### src/rtl/mem_port_arbiter.sv
// mem_port_arbiter: shares one single-port memory between instruction fetch
// and the data stage. Data has fixed priority; a starvation counter forces a
// fetch grant after STARVE_MAX data grants while fetch waits. One
// transaction is in flight at a time.
module mem_port_arbiter #(
    parameter int ADDR_W     = 32,
    parameter int DATA_W     = 32,
    parameter int STARVE_MAX = 4
) (
    input  logic              clk,
    input  logic              reset,
    // fetch side
    input  logic              if_req,
    input  logic [ADDR_W-1:0] if_addr,
    input  logic              if_flush,
    output logic              if_gnt,
    output logic              if_rvalid,
    output logic [DATA_W-1:0] if_rdata,
    // data side
    input  logic              d_req,
    input  logic              d_we,
    input  logic [2:0]        d_type,
    input  logic [ADDR_W-1:0] d_addr,
    input  logic [DATA_W-1:0] d_wdata,
    output logic              d_gnt,
    output logic              d_rvalid,
    output logic [DATA_W-1:0] d_rdata,
    // memory side
    output logic              m_req,
    output logic              m_we,
    output logic [2:0]        m_type,
    output logic [ADDR_W-1:0] m_addr,
    output logic [DATA_W-1:0] m_wdata,
    input  logic              m_ack,
    input  logic [DATA_W-1:0] m_rdata
);

    localparam int CNT_W = (STARVE_MAX < 2) ? 1 : $clog2(STARVE_MAX + 1);
    localparam logic [CNT_W-1:0] CNT_MAX = CNT_W'(STARVE_MAX);
    localparam logic [2:0] TYPE_WORD = 3'b010;

    typedef enum logic [1:0] {IDLE, BUSY_IF, BUSY_D} state_t;

    state_t           state_q, state_d;
    logic             done_q;     // completion cycle: rvalid slot, no arbitration
    logic             flush_q;    // in-flight fetch has been squashed
    logic [CNT_W-1:0] starve_cnt;
    logic             done;
    logic             fetch_forced;

    assign done         = (state_q != IDLE) && m_ack;
    assign fetch_forced = if_req && (starve_cnt == CNT_MAX);

    // Next state and combinational grant; grants are masked while in reset
    // and in the completion cycle so grants are at least 3 cycles apart.
    always_comb begin
        state_d = state_q;
        if_gnt  = 1'b0;
        d_gnt   = 1'b0;
        case (state_q)
            IDLE: begin
                if (!reset && !done_q) begin
                    if (d_req && !fetch_forced) begin
                        d_gnt   = 1'b1;
                        state_d = BUSY_D;
                    end else if (if_req) begin
                        if_gnt  = 1'b1;
                        state_d = BUSY_IF;
                    end
                end
            end
            BUSY_IF: if (m_ack) state_d = IDLE;
            BUSY_D:  if (m_ack) state_d = IDLE;
            default: state_d = IDLE;
        endcase
    end

    // State register plus the completion-cycle marker.
    always_ff @(posedge clk or posedge reset) begin
        if (reset) begin
            state_q <= IDLE;
            done_q  <= 1'b0;
        end else begin
            state_q <= state_d;
            done_q  <= done;
        end
    end

    // Memory request: capture the winner's fields, hold them until ack.
    always_ff @(posedge clk or posedge reset) begin
        if (reset) begin
            m_req   <= 1'b0;
            m_we    <= 1'b0;
            m_type  <= 3'b000;
            m_addr  <= '0;
            m_wdata <= '0;
        end else if (d_gnt) begin
            m_req   <= 1'b1;
            m_we    <= d_we;
            m_type  <= d_type;
            m_addr  <= d_addr;
            m_wdata <= d_wdata;
        end else if (if_gnt) begin
            m_req   <= 1'b1;
            m_we    <= 1'b0;
            m_type  <= TYPE_WORD;
            m_addr  <= if_addr;
            m_wdata <= '0;
        end else if (done) begin
            m_req   <= 1'b0;
        end
    end

    // Flush latch: set during a fetch in flight or in its grant cycle,
    // cleared when that fetch completes.
    always_ff @(posedge clk or posedge reset) begin
        if (reset) begin
            flush_q <= 1'b0;
        end else if (done && state_q == BUSY_IF) begin
            flush_q <= 1'b0;
        end else if (if_flush && (state_q == BUSY_IF || if_gnt)) begin
            flush_q <= 1'b1;
        end
    end

    // Fetch completion: pulse rvalid and update rdata unless squashed, so
    // if_rdata keeps its last delivered word.
    always_ff @(posedge clk or posedge reset) begin
        if (reset) begin
            if_rvalid <= 1'b0;
            if_rdata  <= '0;
        end else begin
            if_rvalid <= 1'b0;
            if (done && state_q == BUSY_IF && !(flush_q || if_flush)) begin
                if_rvalid <= 1'b1;
                if_rdata  <= m_rdata;
            end
        end
    end

    // Data completion: pulse for loads and stores; only loads touch d_rdata.
    always_ff @(posedge clk or posedge reset) begin
        if (reset) begin
            d_rvalid <= 1'b0;
            d_rdata  <= '0;
        end else begin
            d_rvalid <= 1'b0;
            if (done && state_q == BUSY_D) begin
                d_rvalid <= 1'b1;
                if (!m_we) d_rdata <= m_rdata;
            end
        end
    end

    // Starvation counter: counts data grants that overtook a waiting fetch.
    always_ff @(posedge clk or posedge reset) begin
        if (reset) begin
            starve_cnt <= '0;
        end else if (!if_req || if_gnt) begin
            starve_cnt <= '0;
        end else if (d_gnt && starve_cnt != CNT_MAX) begin
            starve_cnt <= starve_cnt + CNT_W'(1);
        end
    end

endmodule

### config.mk
export PLATFORM = sky130hd
export DESIGN_NAME = mem_port_arbiter
export DESIGN_NICKNAME = d
export VERILOG_FILES = /design/src/rtl/mem_port_arbiter.sv
export SDC_FILE = /design/constraint.sdc
export NUM_CORES = 1
export LEC_CHECK = 0
export CAP_MARGIN = 20
export CORE_MARGIN = 2
export CORE_UTILIZATION = 45
export CTS_BUF_LIST = sky130_fd_sc_hd__clkbuf_4
export DETAILED_ROUTE_END_ITERATION = 16
export PLACE_DENSITY = 0.87
export RECOVER_POWER = 25
export SYNTH_ARGS = -nofsm -noshare
export SYNTH_HDL_FRONTEND = slang
export SYNTH_SLANG_ARGS = --single-unit
### constraint.sdc
create_clock -name clk -period 8.1 [get_ports clk]
set_input_delay 2.43 -clock clk [delete_from_list [all_inputs] [get_ports clk]]
set_output_delay 2.43 -clock clk [all_outputs]
set_load 0.02 [all_outputs]
==> results.tsv <==
metric	value	unit
status	finished with violations	
failing checks	max-capacitance violations, max-slew violations	
die outline height	116.5	um
Slowest Stage Delay on Critical Path	0.70	ns
Routed Antenna Nets	0	
mapped cell area	5694	um^2
R2R Setup Slk	5.27	ns
crit end category	output pin	
RSZ-0062 raised after global routing	false	
WL final	16530	um
worst reg2reg startpoint	state_q[0]	
largest net degree at the start of global routing	80	
GR Util All Layers	0.2408	
Clock Sinks	142	
Yosys warning count	0	
#FFs+latches synth	142	
initial antenna violation count	1	
Slew @ Worst Pin	2.753	ns
Area contributors post-synth	dfrtp_1 (62%), mux2_2 (12%), a22o_1 (5.4%)	
post-layout minimum cycle time	7.406	ns
sequential share of the synthesized area	0.6240	
GPL Wtd Cong	0.7595	
final hold violations	0	
number of post-CTS setup repair buffers	0	
htree depth	4	
number of remaining DRC errors	0	
routed vias	4499	
core area	12470	um^2
grt ovf	0	
Area Overhead vs Synth	55.66	%
Vias/cell	5.305	
Synth Instances	389	
number of global-route vias before repair	4684	
Slew Limit Headroom	-0.8454	
Main synth FF type	dfrtp_1	
Worst Path Max Fanout	13	
critical path buffer and inverter count	3	
Max VDD drop	0.1939	mV
Worst Path Required	5.67	ns
CTS Hold Bufs	0	
Async S/R FF share, synth	1.000	
count of pins over their slew limit	213	
Power per Cell Area	381.8	nW/um^2
WHS Endpoint	if_rdata[9]	
min-delay worst type	reg -> reg	
share of layout cells above drive strength 1	0.1911	
CTS tree	yes	
cell taking the most area after synthesis	dfrtp_1	
IO buf count	274	
Routed WL per cell	19.49	um
WHS Path Cells	1	
Root Driver	clkbuf_4	
CP Launch Type	input pin	
first-pass GRT wire length	24490	um
reg-to-reg endpoint	m_wdata[18]	
clk slew on worst S/H paths	0.11	ns
Yosys cell types	38	
Total Power	3384	uW
Fmax achieved	0.1350	GHz
initial core utilization	0.4568	
I/O pin count	275	
Final #Nets	805	
final count of negative-setup-slack endpoints	0	
WS Path Type	in -> out	
Rows	41	
Num CTS Buffers	17	
Syn Nets	532	
DP HPWL	12130	um
number of synthesized flops with an enable pin	0	
post-placement cell area	8564	um^2
critical path's slowest cell	clkdlybuf4s50_1	
Clock Path Buffers	2	
crit path DAT	4.98	ns
total number of cells along the worst setup path	5	
kind of cell adding the most delay to the critical path	buffers and inverters	
clk_skew	0.02315	ns
Hold Startpoint	if_rdata[9]	
Die W	116.5	um
post-CTS sizing	0	
Max-Cap Viols	4	
drt first pass iters	4	
r2r worst-path depth	6	
P_leak	0.003826	uW
Fin Setup TNS	0	ns
CP Launch Point	reset	
final worst path period share	0.9143	
post-route cell area	8864	um^2
Die ar.	13570	um^2
area fraction of the dominant cell type after synthesis	0.6240	
ordered cell list for the critical path	dlygate4sd3_1 > nor3b_1 > nand3_1 > inv_1 > clkdlybuf4s50_1	
Detailed Route Iter0 Violations	350	
Clock Latency Late Sink	0.51	ns
mean area per synthesized cell	14.64	um^2
==> worst max-delay path by stage <==
stage                      end  slack (ns)
floorplan           d_rdata[0]        1.86
global placement        if_gnt        1.13
detailed placement      if_gnt        1.08
CTS                     if_gnt        1.07
global route            if_gnt        0.53
finish                  if_gnt        0.69
==> kinds of logic (layout without fill, tap and decap cells) <==
group / Yosys count / in the layout / share of synthesized area
fa+ha+maj: 5 / 5 / 0.01099
compound gates: 114 / 114 / 0.1764
other cells: 0 / 1 / 0
simple gates: 22 / 22 / 0.02483
mux: 64 / 64 / 0.1266
flops: 142 / 142 / 0.6240
buf+inv: 42 / 328 / 0.03713
==> sequential cells by signal (all words and copies together), names as in the netlist <==
name,cells
state_q,2
done_q,1
if_rvalid,1
starve_cnt,3
m_type,3
m_wdata,32
d_rvalid,1
flush_q,1
m_req,1
m_we,1
if_rdata,32
d_rdata,32
m_addr,32
==> Yosys cell counts, types with 5 or more instances <==
library cell,number
a221o_1,11
mux2_2,63
buf_4,7
ha_1,5
dfrtp_1,142
o21a_1,13
clkbuf_1,11
o221a_2,21
inv_1,11
o21bai_1,21
a22o_1,35
buf_2,9
==> cell type report <==
cell class	count	area [um^2]
inverters	12	46.29
multi-input cells	205	1924
clock inverters	14	182.7
diodes	1	2.502
repair buffers	284	2804
flip-flops and latches	142	3553
well taps	172	215.2
clock buffers	18	135.1
fillers	873	3602
==> through the flow <==
stage                     hold WS (ns)    util  worst slack (ns)  std cells
after floorplan                 0.4738       -             1.860        389
after global placement          0.4732  0.6870             1.129        814
after detailed placement        0.4874  0.6870             1.079        814
after CTS                       0.5197  0.7125             1.071        846
after global routing            0.5250  0.7110            0.5299        848
final                           0.5166  0.7110            0.6941        848
==> cells in the final DEF, fill, tap and decap left out, types with 4 or more instances in the layout <==
| master | Yosys | layout |
|---|---|---|
| o21bai_1 | 21 | 21 |
| clkbuf_4 | 0 | 18 |
| a22o_1 | 35 | 35 |
| clkdlybuf4s50_1 | 0 | 272 |
| o21a_1 | 13 | 13 |
| a221o_1 | 11 | 11 |
| inv_1 | 11 | 10 |
| inv_6 | 0 | 4 |
| nand3_1 | 4 | 4 |
| o221a_2 | 21 | 21 |
| o211ai_1 | 4 | 4 |
| dfrtp_1 | 142 | 142 |
| buf_4 | 7 | 6 |
| mux2_2 | 63 | 63 |
| ha_1 | 5 | 5 |
==> per-layer routing <==
layer	global-route usage	vias up	wire length (um)	part of all wire
li1	-	2015	-	-
met1	0.2724	2236	6302	0.38
met2	0.4182	228	8416	0.51
met5	0	-	0	0
met4	0.09524	0	370	0.022
met3	0.08459	20	1440	0.087
==> worst register-to-register path, stage by stage (launching register included) <==
cell,delay (ns)
dfrtp_1,0.44
inv_1,0.10
ha_1,0.27
nor3b_1,0.63
o21ai_2,0.17
clkbuf_1,0.68
a22o_1,0.43
==> power breakdown <==
group	total, uW	switching, uW	leakage (uW)	internal [uW]
registers	1210	187	0.00178	1020
clock network	496	271	0.000166	224
logic	1680	791	0.00188	890
total	3380	1250	0.00383	2140
No activity file was read; power rests on OpenSTA's default activity.
